<file path="src/rtl/uart_rx_if.sv">
`default_nettype none
// ============================================================================
//  Module      : uart_rx_if
//  Description : Serial line, byte hand-off and status signals of uart_rx.
//                master = line driver / byte consumer, slave = receiver.
//  Revision    : 1.0  initial release
// ============================================================================
interface uart_rx_if;
  logic       rx;
  logic [7:0] data;
  logic       valid;
  logic       ready;
  logic       busy;
  logic       frame_err;
  logic       overrun;

  modport master (
    output rx, ready,
    input  data, valid, busy, frame_err, overrun
  );

  modport slave (
    input  rx, ready,
    output data, valid, busy, frame_err, overrun
  );
endinterface
`default_nettype wire

</file>
<file path="src/rtl/uart_rx.sv">
`default_nettype none
// ============================================================================
//  Module      : uart_rx
//  Description : 8N1 UART receiver, mid-bit sampling, valid/ready byte output
//                with overrun and framing-error pulses.
//  Revision    : 1.0  initial release
// ============================================================================
module uart_rx #(
  parameter int CLK_FREQ = 50_000_000,
  parameter int BAUD     = 115200
) (
  input  logic     clk,
  input  logic     rst_n,
  uart_rx_if.slave bus
);

  localparam int CLKS_PER_BIT = CLK_FREQ / BAUD;
  localparam int CW           = $clog2(CLKS_PER_BIT);
  // Counter values that mark mid start bit and one full bit period.
  localparam logic [CW-1:0] C_HALF_END = CW'(CLKS_PER_BIT / 2 - 1);
  localparam logic [CW-1:0] C_BIT_END  = CW'(CLKS_PER_BIT - 1);

  typedef enum logic [2:0] {
    S_IDLE  = 3'd0,
    S_START = 3'd1,
    S_DATA  = 3'd2,
    S_STOP  = 3'd3,
    S_BREAK = 3'd4
  } state_t;

  state_t        state_q, state_d;
  logic [CW-1:0] cnt_q, cnt_d;
  logic [2:0]    bit_q, bit_d;
  logic [7:0]    shift_q, shift_d;
  logic          meta_q, rxs_q;
  logic [7:0]    data_q;
  logic          valid_q, frame_err_q, overrun_q;
  logic          deliver, ferr_d;

  // Two-flop synchronizer; resets high so a line held low at reset release
  // is seen as a high-to-low transition rather than an instant start.
  always_ff @(posedge clk or negedge rst_n) begin
    if (!rst_n) begin
      meta_q <= 1'b1;
      rxs_q  <= 1'b1;
    end else begin
      meta_q <= bus.rx;
      rxs_q  <= meta_q;
    end
  end

  // Frame state, bit-period counter, bit index and shift register.
  always_ff @(posedge clk or negedge rst_n) begin
    if (!rst_n) begin
      state_q <= S_IDLE;
      cnt_q   <= '0;
      bit_q   <= '0;
      shift_q <= '0;
    end else begin
      state_q <= state_d;
      cnt_q   <= cnt_d;
      bit_q   <= bit_d;
      shift_q <= shift_d;
    end
  end

  // Next-state logic: sample mid start bit, then every full bit period.
  always_comb begin
    state_d = state_q;
    cnt_d   = cnt_q;
    bit_d   = bit_q;
    shift_d = shift_q;
    deliver = 1'b0;
    ferr_d  = 1'b0;
    unique case (state_q)
      S_IDLE: begin
        if (!rxs_q) begin
          cnt_d   = '0;
          bit_d   = '0;
          state_d = S_START;
        end
      end
      S_START: begin
        if (cnt_q == C_HALF_END) begin
          cnt_d   = '0;
          state_d = rxs_q ? S_IDLE : S_DATA;
        end else begin
          cnt_d = cnt_q + CW'(1);
        end
      end
      S_DATA: begin
        if (cnt_q == C_BIT_END) begin
          cnt_d   = '0;
          shift_d = {rxs_q, shift_q[7:1]};
          bit_d   = bit_q + 3'd1;
          if (bit_q == 3'd7) begin
            state_d = S_STOP;
          end
        end else begin
          cnt_d = cnt_q + CW'(1);
        end
      end
      S_STOP: begin
        if (cnt_q == C_BIT_END) begin
          cnt_d = '0;
          if (rxs_q) begin
            deliver = 1'b1;
            state_d = S_IDLE;
          end else begin
            ferr_d  = 1'b1;
            state_d = S_BREAK;
          end
        end else begin
          cnt_d = cnt_q + CW'(1);
        end
      end
      S_BREAK: begin
        if (rxs_q) begin
          state_d = S_IDLE;
        end
      end
      default: state_d = S_IDLE;
    endcase
  end

  // Output holding register: a byte waiting unconsumed is never overwritten.
  always_ff @(posedge clk or negedge rst_n) begin
    if (!rst_n) begin
      data_q      <= '0;
      valid_q     <= 1'b0;
      frame_err_q <= 1'b0;
      overrun_q   <= 1'b0;
    end else begin
      frame_err_q <= ferr_d;
      overrun_q   <= deliver & valid_q & ~bus.ready;
      if (deliver && (!valid_q || bus.ready)) begin
        data_q  <= shift_q;
        valid_q <= 1'b1;
      end else if (valid_q && bus.ready && !deliver) begin
        valid_q <= 1'b0;
      end
    end
  end

  assign bus.data      = data_q;
  assign bus.valid     = valid_q;
  assign bus.busy      = (state_q != S_IDLE);
  assign bus.frame_err = frame_err_q;
  assign bus.overrun   = overrun_q;

endmodule
`default_nettype wire

</file>
<file path="src/flat_wrapper.sv">
// flat-port wrapper written by rule: the top's interface ports become plain ports
module uart_rx_flat 
#(
  parameter int CLK_FREQ = 50_000_000,
  parameter int BAUD     = 115200
)
  (clk, rst_n, bus_rx, bus_ready, bus_data, bus_valid, bus_busy, bus_frame_err, bus_overrun);
  uart_rx_if bus_i ();
  input  logic clk;
  input  logic rst_n;
  input wire logic [$bits(bus_i.rx)-1:0] bus_rx;
  input wire logic [$bits(bus_i.ready)-1:0] bus_ready;
  output wire logic [$bits(bus_i.data)-1:0] bus_data;
  output wire logic [$bits(bus_i.valid)-1:0] bus_valid;
  output wire logic [$bits(bus_i.busy)-1:0] bus_busy;
  output wire logic [$bits(bus_i.frame_err)-1:0] bus_frame_err;
  output wire logic [$bits(bus_i.overrun)-1:0] bus_overrun;
  assign bus_i.rx = bus_rx;
  assign bus_i.ready = bus_ready;
  assign bus_data = bus_i.data;
  assign bus_valid = bus_i.valid;
  assign bus_busy = bus_i.busy;
  assign bus_frame_err = bus_i.frame_err;
  assign bus_overrun = bus_i.overrun;
  uart_rx #(.CLK_FREQ(CLK_FREQ), .BAUD(BAUD)) u_core (.clk(clk), .rst_n(rst_n), .bus(bus_i));
endmodule
</file>
<file path="config.mk">
export PLATFORM = sky130hd
export DESIGN_NAME = uart_rx_flat
export DESIGN_NICKNAME = d
export VERILOG_FILES = /design/src/rtl/uart_rx_if.sv /design/src/rtl/uart_rx.sv /design/src/flat_wrapper.sv
export SDC_FILE = /design/constraint.sdc
export NUM_CORES = 1
export LEC_CHECK = 0
export CAP_MARGIN = 20
export CORE_MARGIN = 8
export CORE_UTILIZATION = 50
export CTS_CLUSTER_SIZE = 10
export DETAILED_ROUTE_END_ITERATION = 10
export PLACE_DENSITY = 0.74
export SLEW_MARGIN = 10
export SYNTH_ARGS = -nofsm -noshare
export SYNTH_HDL_FRONTEND = slang
export SYNTH_SLANG_ARGS = --single-unit
export TNS_END_PERCENT = 1
</file>
<file path="constraint.sdc">
create_clock -name clk -period 2.2 [get_ports clk]
set_clock_uncertainty 0.1 [all_clocks]
set_input_delay 0.44 -clock clk [delete_from_list [all_inputs] [get_ports clk]]
set_output_delay 0.44 -clock clk [all_outputs]
set_load 0.01 [all_outputs]
</file>
==> run metrics, run 1 <==
status=finished clean; layout cells sized above 1=25.29%; Yosys reg bits=36; buffers added on ports=15; dpl ws=0.05084 ns; wire per inst=14.89 um; vias in the first global route=1271; CTS tree=built; Diodes inserted=0; post-layout power=1.136 mW; final hold slack=0.2642 ns; Sw Pwr=0.2267 mW; nets=182; first-pass GRT wire length=5768 um; final setup fails=0; Tmin final=2.131 ns; CTS clk-pin slew, worst paths=0.10 ns; antenna violations before repair=0; Least-Margin Pin Slew=0.4491 ns; Reg2Reg Setup Slack=0.07 ns; crit path DAT=2.26 ns; # rows=21; Flop pwr share=58.8%; max-cap violation count=0; via count=1230; CP max FO=4; Hold Fails Final Rpt=0; crit end category=register; CP Launch Type=register; leakage=0.9506 nW; Iteration-0 DRC Markers=75; Total GRT Usage=13.74%; Power Density=564.0 nW/um2; register area=904.6 um2; period utilisation layout=96.88%; maximum VDD drop=0.3967 mV; post-synthesis cell area=1663 um2; RSZ-0062 raised after global routing=false; Logic pwr share=1.8%; Finished Cell Area=2014 um2; die area=5427 um2; Async S/R FF share, synth=100.0%; register area share after synthesis=54.33%; placeable core area=3258 um2; Clk pwr share=39.4%; Synth Flop Type=dfrtp_1; Hold Crit Depth=0; FF-to-FF End=u_core.cnt_q[1]; DP Wirelength=2347 um; GR Overflow Total=0; Internal Pwr Total=0.9095 mW; antenna viol nets, final=0; Syn-to-layout area delta=21.14%; Post-Syn Nets=155; worst hold path startpoint=u_core.meta_q; Clock Latency Late Sink=0.34 ns; Detailed Routing Iterations Pass 1=4; most frequent cells in the layout=dfrtp_1, nand2_1, mux2_2; multi-input logic area=739.5 um2; IO Pins=16; Post-Syn Area per Cell=11.39 um2; CTS Buf Count=5; Post-route DRC=0; post-synth cell types=37; commonest non-fill, non-tap cell in the layout=dfrtp_1; reg2reg start=u_core.cnt_q[0]; Starting Density=51.04%; placed inst area=1916 um2; Worst Hold Path EP=u_core.rxs_q; Die Span X=73.67 um; worst min-delay path category=register to register; clk buf depth=2; Root Driver=clkbuf_4; Final WS setup=0.06874 ns; Fillers=287; Cells after Synth=146; CTS Hold Bufs=0; crit path kind=register to register; Final Max Tran Viols=0; drt total wl=3276 um; largest net degree at the start of global routing=37; GP Congestion=0.8499; relative slew slack=70.06%; htree depth=2; Req. time, crit path=2.33 ns; fmax=469.2 MHz; vias per cell=5.591; Switching Fraction=19.95%; CTS sink cnt=36; Setup TNS=0 ns; R2R depth=6; synth warn=0; number of enable flip-flop cells after synthesis=0; Die Ht=73.67 um
[how the worst max path moves through the flow]
stage                      startpoint         endpoint  slack [ns]
global route          u_core.cnt_q[1]  u_core.cnt_q[1]       0.001
global placement      u_core.cnt_q[0]  u_core.cnt_q[1]        0.11
floorplan             u_core.cnt_q[0]  u_core.cnt_q[1]        0.07
finish                u_core.cnt_q[0]  u_core.cnt_q[1]        0.07
CTS                 u_core.state_q[1]         bus_busy       0.003
detailed placement    u_core.cnt_q[0]  u_core.cnt_q[1]        0.05
[metrics by stage]
stage          utilization [%]  std cells
2_1_floorplan                -        146
3_3_place_gp             58.79        211
3_5_place_dp             58.79        211
4_1_cts                  61.21        219
5_1_grt                  61.83        220
6_report                 61.83        220
[registers in the layout, indices dropped and copies added (netlist names)]
register / flops
u_core.rxs_q: 1
u_core.bit_q: 3
u_core.bus.overrun: 1
u_core.bus.valid: 1
u_core.meta_q: 1
u_core.shift_q: 8
u_core.cnt_q: 9
u_core.bus.frame_err: 1
u_core.bus.data: 8
u_core.state_q: 3
[synth_stat cells (3+ instances only)]
| cell | count | area (um2) |
|---|---|---|
| a21oi_1 | 3 | 15.01 |
| mux2_2 | 17 | 191.4 |
| nand3_1 | 4 | 20.02 |
| nand2_1 | 19 | 71.32 |
| clkbuf_1 | 3 | 11.26 |
| nor3_1 | 4 | 20.02 |
| ha_1 | 5 | 62.56 |
| nor2_1 | 7 | 26.28 |
| o21ai_0 | 8 | 40.04 |
| inv_1 | 5 | 18.77 |
| o22ai_1 | 4 | 25.02 |
| dfrtp_1 | 34 | 850.8 |
[routing by layer]
layer / track usage, % / wire length [um]
met3: 5.457 / 201
met1: 15.55 / 1438
met2: 22.05 / 1585
met4: 6.430 / 51
met5: 0 / 0
[logic make-up (layout without fill, tap and decap cells)]
family,Yosys count,after routing,synth area share [%]
AND/OR/NAND/NOR,48,48,14.45
flip-flops,36,36,54.33
AO/OA/AOI/OAI,31,31,13.92
multiplexers,17,17,11.51
buffers and inverters,9,37,2.031
adder cells (fa/ha/maj),5,5,3.762
[power by group through the flow]
stage	Combinational, mW	Clock, mW	Sequential, mW
4_1_cts	0.0219	0.467	0.668
5_1_grt	0.0242	0.496	0.668
3_5_place_dp	0.0218	0	0.680
6_report	0.0206	0.448	0.668
2_1_floorplan	0.00390	0	0.678
3_3_place_gp	0.0209	0	0.680
[worst max-delay path: stages (launching register included)]
cell     delay, ns
dfrtp_1       0.40
inv_2         0.07
ha_1          0.14
or4b_4        0.45
o311a_4       0.38
or2_4         0.26
a22o_1        0.23
[timing repair]
| action | CTS | global route |
|---|---|---|
| endpoints found under the setup margin | 1 | 12 |
| hold endpoints to repair | 0 | 0 |
| gates cloned | 0 | 0 |
| gates resized for setup | 1 | 6 |
| setup buffers | 0 | 1 |
[cell type report]
cell class | count | share of cell area [%]
Clock buffer | 6 | 2.050
Timing Repair Buffer | 24 | 10.81
Multi-Input combinational cell | 101 | 36.71
Clock inverter | 2 | 1.739
Tap cell | 46 | 2.857
Inverter | 5 | 0.9317
Sequential cell | 36 | 44.91
Note: power is estimated with default switching activity, not from simulation.
==> run 2, diff against run 1 <==
Settings changed: ABC_AREA from default to 1, CORE_UTILIZATION 50 to 51, PLACE_DENSITY 0.74 to 0.75.
==> run 2 against run 1 <==
Net effect:
- synthesized area grew 7.2%
- highest routed layer unchanged
- synthesized cell count grew 41%
- first-iteration DRC count is the same
- non-clock buffer count shrank 9
- count of clock-buffer cells in the layout shrank 1
- largest cell class unchanged
- critical path depth shrank 3
- critical endpoint is now bus_busy
- sequential share of layout area shrank 0.69 points
- cell count grew 24%
==> run metrics, run 2 <==
Placed Cells incl. Taps=265 (was 211); Flop pwr share=58.3% (was 58.8%); clk buf depth=2 (unchanged); most frequent cells in the layout=nand2_1, dfrtp_1, inv_1 (was dfrtp_1, nand2_1, mux2_2); antenna viol nets, final=0 (unchanged); CTS Buf Count=5 (unchanged); # rows=21 (unchanged); register area share after synthesis=50.67% (was 54.33%); RSZ-0062 raised after global routing=false (unchanged); max-cap violation count=0 (unchanged); post-CTS setup buffers=0 (unchanged); Clock Latency Late Sink=0.34 ns (about the same); Post-Syn Area per Cell=8.655 um2 (was 11.39 um2); Cells after Synth=206 (was 146); Least-Margin Pin Slew=0.7684 ns (was 0.4491 ns); antenna violations before repair=0 (unchanged); nets=235 (was 182); Post-Syn Nets=215 (was 155); post-synth top area cell=dfrtp_1 (unchanged); Sw Pwr=0.2366 mW (was 0.2267 mW); reg2reg start=u_core.cnt_q[1] (was u_core.cnt_q[0]); CP max FO=6 (was 4); Synth Flop Type=dfrtp_1 (unchanged); Detailed Routing Iterations Pass 1=4 (unchanged); non-filler cells, final=273 (was 220); Post-CTS Resized=0 (was 1); leakage=0.9707 nW (was 0.9506 nW); Setup TNS=0 ns (unchanged); placeable core area=3337 um2 (was 3258 um2); Reg2Reg Setup Slack=0.53 ns (was 0.07 ns); GR Overflow Total=0 (unchanged); most frequent cells after synthesis=nand2_1, dfrtp_1, inv_1, nor2_1, o21ai_0 (was dfrtp_1, nand2_1, mux2_2, o21ai_0, nor2_1); Iteration-0 DRC Markers=75 (unchanged); Top reg by flops=u_core.cnt_q (unchanged); die area=5644 um2 (was 5427 um2); CTS Hold Bufs=0 (unchanged); largest net degree at the start of global routing=37 (unchanged); share of the synthesized area in the top cell type=47.72% (was 51.17%); Worst setup endpoint=bus_busy (was u_core.cnt_q[1]); vias per cell=4.875 (was 5.591); Syn-to-layout area delta=14.60% (was 21.14%); maximum VDD drop=0.4438 mV (was 0.3967 mV); crit end category=output port (was register); CTS clk-pin slew, worst paths=0.11 ns (was 0.10 ns); GP Congestion=0.8957 (was 0.8499); CP Launch Type=register (unchanged); number of enable flip-flop cells after synthesis=0 (unchanged); Root Driver=clkbuf_4 (unchanged); drt total wl=3141 um (was 3276 um); most common cell in the netlist=nand2_1 (was dfrtp_1); Hold Fails Final Rpt=0 (unchanged); first-pass GRT wire length=5865 um (was 5768 um); Async S/R FF share, synth=100.0% (unchanged); final setup fails=0 (unchanged); relative slew slack=48.77% (was 70.06%); CTS sink cnt=36 (unchanged); Total GRT Usage=13.60% (was 13.74%); htree depth=2 (unchanged); Critical Path Start=u_core.state_q[2] (was u_core.cnt_q[0]); status=finished clean (unchanged); crit path DAT=1.56 ns (was 2.26 ns); buffers added on ports=15 (unchanged); Die Span X=75.13 um (was 73.67 um); fmax=475.5 MHz (was 469.2 MHz); Power Density=559.3 nW/um2 (was 564.0 nW/um2); post-synth cell types=25 (was 37); R2R depth=9 (was 6); synth warn=0 (unchanged); Internal Pwr Total=0.9062 mW (was 0.9095 mW); Starting Density=53.43% (was 51.04%); Post-route DRC=0 (unchanged); layout cells sized above 1=14.98% (was 25.29%); ranking of synthesized cells by area=dfrtp_1, nand2_1, inv_1, o21ai_2, ha_1 (was dfrtp_1, mux2_2, nand2_1, ha_1, dfstp_2); Yosys reg bits=36 (unchanged); post-synthesis cell area=1783 um2 (was 1663 um2); Switching Fraction=20.70% (was 19.95%); Final Max Tran Viols=0 (unchanged); met2 wire length=1427 um (was 1585 um); Clk pwr share=40.0% (was 39.4%); Req. time, crit path=1.66 ns (was 2.33 ns); period utilisation layout=95.60% (was 96.88%); M1 WL=1530 um (was 1438 um); vias in the first global route=1344 (was 1271); final hold slack=0.06228 ns (was 0.2642 ns); commonest non-fill, non-tap cell in the layout=nand2_1 (was dfrtp_1); max layer used=met4 (unchanged); FF-to-FF End=u_core.cnt_q[2] (was u_core.cnt_q[1]); Tmin final=2.103 ns (was 2.131 ns); crit path kind=register to output port (was register to register); via count=1331 (was 1230); met3 routed WL=144 um (was 201 um); wire per inst=11.51 um (was 14.89 um); Die Ht=75.13 um (was 73.67 um); max FFs per register=9 (unchanged); Diodes inserted=0 (unchanged); DP Wirelength=2343 um (was 2347 um); Logic pwr share=1.7% (was 1.8%); worst min-delay path category=primary input to asynchronous set/reset pin (was register to register); CTS tree=built (unchanged); IO Pins=16 (unchanged)
[run 2: stage by stage]
step | cell area (um2) | setup slack (ns) | utilization, % | total power [mW]
2_1_floorplan | 1783 | 0.6773 | - | 0.6815
3_3_place_gp | 1963 | 0.4787 | 58.83 | 0.7000
3_5_place_dp | 1963 | 0.4741 | 58.83 | 0.6998
4_1_cts | 2043 | 0.08930 | 61.23 | 1.164
5_1_grt | 2043 | 0.0005490 | 61.23 | 1.190
6_report | 2043 | 0.09677 | 61.23 | 1.143
[run 2: logic make-up (layout without fill, tap and decap cells)]
logic type	after synthesis	after routing	share of synthesized area, %
buffers and inverters	27	48	6.596
XOR/XNOR	5	5	2.456
AND/OR/NAND/NOR	109	109	27.86
flip-flops	36	36	50.67
AO/OA/AOI/OAI	24	24	8.913
adder cells (fa/ha/maj)	5	5	3.509
[run 2: final cells by class]
| class | count | area, um2 |
|---|---|---|
| clock inverter | 3 | 42.54 |
| inverter | 25 | 95.09 |
| timing repair buffer | 15 | 145.1 |
| sequential | 36 | 903.4 |
| clock buffer | 5 | 37.54 |
| tap | 46 | 57.56 |
| fill | 308 | 1294 |
| multi-input combinational | 143 | 762.0 |
[run 2: critical path, stage by stage (launching register included)]
cell and delay, ns:
dfrtp_1 0.50, inv_1 0.12, nand2_1 0.08, clkdlybuf4s50_1 0.53
[run 2: power by group through the flow]
stage,clock network (mW),registers (mW),logic (mW)
4_1_cts,0.477,0.667,0.0206
3_5_place_dp,0,0.679,0.0206
3_3_place_gp,0,0.679,0.0207
5_1_grt,0.499,0.667,0.0234
2_1_floorplan,0,0.679,0.00273
6_report,0.457,0.666,0.0193
[run 2: routing by layer]
metal / vias up / GRT usage, %
li1: 689 / -
met1: 612 / 16.80
met2: 26 / 20.83
met3: 4 / 4.394
met4: 0 / 6.522
met5: - / 0
[run 2: worst min path at each step]
stage	start	endpoint	slack [ns]	depth (start not counted)
after CTS	rst_n	u_core.bit_q[2]	0.08	1
after detailed placement	u_core.meta_q	u_core.rxs_q	0.25	0
after floorplan	rst_n	u_core.bit_q[0]	0.04	0
final	rst_n	u_core.cnt_q[5]	0.06	1
after global routing	rst_n	u_core.cnt_q[5]	0.12	1
after global placement	u_core.meta_q	u_core.rxs_q	0.25	0
==> run 3, diff against run 2 <==
Settings changed: RECOVER_POWER from default to 50.
==> run 3 against run 2 <==
Net effect:
- sequential power is essentially flat
- critical path depth is the same
- global-route usage is the same
- critical endpoint unchanged
==> run metrics, run 3 (synthesis results as in run 2) <==
status=finished clean (unchanged); placeable core area=3337 um2 (unchanged); RSZ-0062 raised after global routing=false (unchanged); Setup TNS=0 ns (unchanged); Root Driver=clkbuf_4 (unchanged); commonest non-fill, non-tap cell in the layout=nand2_1 (unchanged); fmax=476.0 MHz (was 475.5 MHz); cell family with most CP delay=buffers and inverters (unchanged); die area=5644 um2 (unchanged); Post-CTS Resized=0 (unchanged); maximum VDD drop=0.4441 mV (was 0.4438 mV); reg2reg start=u_core.cnt_q[1] (unchanged); first-pass GRT wire length=5865 um (unchanged); Die Span X=75.13 um (unchanged); crit path kind=register to output port (unchanged); post-CTS setup buffers=0 (unchanged); Total GRT Usage=13.60% (unchanged); CTS sink cnt=36 (unchanged); vias per cell=4.883 (was 4.875); relative slew slack=48.74% (was 48.77%); Req. time, crit path=1.66 ns (about the same); Die Ht=75.13 um (unchanged); GP Congestion=0.8957 (unchanged); Detailed Routing Iterations Pass 1=4 (unchanged); worst min-delay path category=primary input to asynchronous set/reset pin (unchanged); CTS Buf Count=5 (unchanged); largest net degree at the start of global routing=37 (unchanged); drt total wl=3131 um (was 3141 um); leakage=0.9627 nW (was 0.9707 nW); crit end category=output port (unchanged); post-layout power=1.141 mW (was 1.143 mW); Critical Path Start=u_core.state_q[2] (unchanged); layout cells sized above 1=14.10% (was 14.98%); Clock Latency Late Sink=0.34 ns (about the same); GR Overflow Total=0 (unchanged); Starting Density=53.43% (unchanged); Top reg by flops=u_core.cnt_q (unchanged); Final Max Tran Viols=0 (unchanged); CP max FO=6 (unchanged); DP Wirelength=2343 um (unchanged); Global Route met2 Usage=20.83% (unchanged); crit-path cells=inv_1 -> nand2_1 -> clkdlybuf4s50_1 (unchanged); Sw Pwr=0.2349 mW (was 0.2366 mW); Power Density=561.1 nW/um2 (was 559.3 nW/um2); met3 layer usage reported by global route=4.394% (unchanged); CTS tree=built (unchanged); Internal Pwr Total=0.9059 mW (was 0.9062 mW); Logic pwr share=1.7% (about the same); busiest layer in global routing=met2 (unchanged); Critical-path top delay cell=clkdlybuf4s50_1 (unchanged); final setup fails=0 (unchanged); buffers added on ports=15 (unchanged); wire per inst=11.47 um (was 11.51 um); nets=235 (unchanged); Least-Margin Pin Slew=0.7689 ns (was 0.7684 ns); max-cap violation count=0 (unchanged); Iteration-0 DRC Markers=80 (was 75); Switching Fraction=20.59% (was 20.70%); Syn-to-layout area delta=14.04% (was 14.60%); CTS clk-pin slew, worst paths=0.11 ns (about the same); met1 global-route usage=16.80% (unchanged); Tmin final=2.101 ns (was 2.103 ns); antenna viol nets, final=0 (unchanged); antenna violations before repair=0 (unchanged); Post-route DRC=0 (unchanged); CTS Hold Bufs=0 (unchanged); IO Pins=16 (unchanged); clk buf depth=2 (unchanged); Crit path buffers/inverters=2 (unchanged); period utilisation layout=95.50% (was 95.60%); Clk pwr share=39.9% (was 40.0%); vias in the first global route=1344 (unchanged); most frequent cells in the layout=nand2_1, dfrtp_1, inv_1 (unchanged); Hold Fails Final Rpt=0 (unchanged); htree depth=2 (unchanged); max FFs per register=9 (unchanged); crit path DAT=1.56 ns (about the same); Flop pwr share=58.4% (was 58.3%); # rows=21 (unchanged); CP Launch Type=register (unchanged); Diodes inserted=0 (unchanged); CP peak stage delay=0.53 ns (about the same); via count=1333 (was 1331); final hold slack=0.06525 ns (was 0.06228 ns)
==> run 3: cell count changes in the layout (fill, tap and decap cells not counted), sizes merged <==
cell / before / now
clkdlybuf4s50: 14 / 13
clkinv: 2 / 1
clkinvlp: 1 / 2
dlygate4sd3: 0 / 1
==> run 3: routing by layer <==
layer | vias up | wire length, um
met4 | 0 | 63
met1 | 612 | 1530
li1 | 688 | -
met2 | 24 | 1395
met5 | - | 0
met3 | 9 | 141
==> run 3: power groups by stage <==
stage | clock [mW] | combinational [mW] | sequential, mW
finish | 0.455 | 0.0189 | 0.666
global route | 0.499 | 0.0231 | 0.667
CTS | 0.477 | 0.0206 | 0.667
detailed placement | 0 | 0.0206 | 0.679
global placement | 0 | 0.0207 | 0.679
floorplan | 0 | 0.00273 | 0.679
==> run 3: path summary, 6_finish.rpt <==
kind / endpoint / slack, ns / cells past startpoint
setup / recovery: bus_busy / 0.1 / 3
min in group clk: u_core.rxs_q / 0.26 / 0
hold reg to reg: u_core.rxs_q / 0.26 / 0
hold / removal: u_core.cnt_q[5] / 0.07 / 1
setup reg to reg: u_core.bus.data[7] / 0.38 / 9
max in group asynchronous: u_core.bus.data[7] / 1.45 / 1
==> run 3: layout make-up <==
cell class	instances	area [um2]
sequential	36	903.4
clock buffer	5	37.54
timing repair buffer	15	145.1
clock inverter	3	42.54
multi-input combinational	143	752.0
inverter	25	95.09
fill	311	1304
tap	46	57.56
==> run 3: through the flow <==
stage                     area, um2  instances  worst slack (ns)  util [%]
after floorplan                1783        206            0.6773         -
after global placement         1963        265            0.4787     58.83
after detailed placement       1963        265            0.4741     58.83
after CTS                      2043        273           0.08930     61.23
after global routing           2033        273         0.0005490     60.93
final                          2033        273           0.09897     60.93
==> run 3: worst reg2reg max path, stage by stage (launching register included) <==
cell        delay (ns)
dfrtp_1           0.41
inv_1             0.10
ha_1              0.17
nand2_1           0.06
nor2_1            0.10
nand2_1           0.17
clkinvlp_2        0.19
nand3_4           0.22
nand2_1           0.15
o21ai_2           0.05
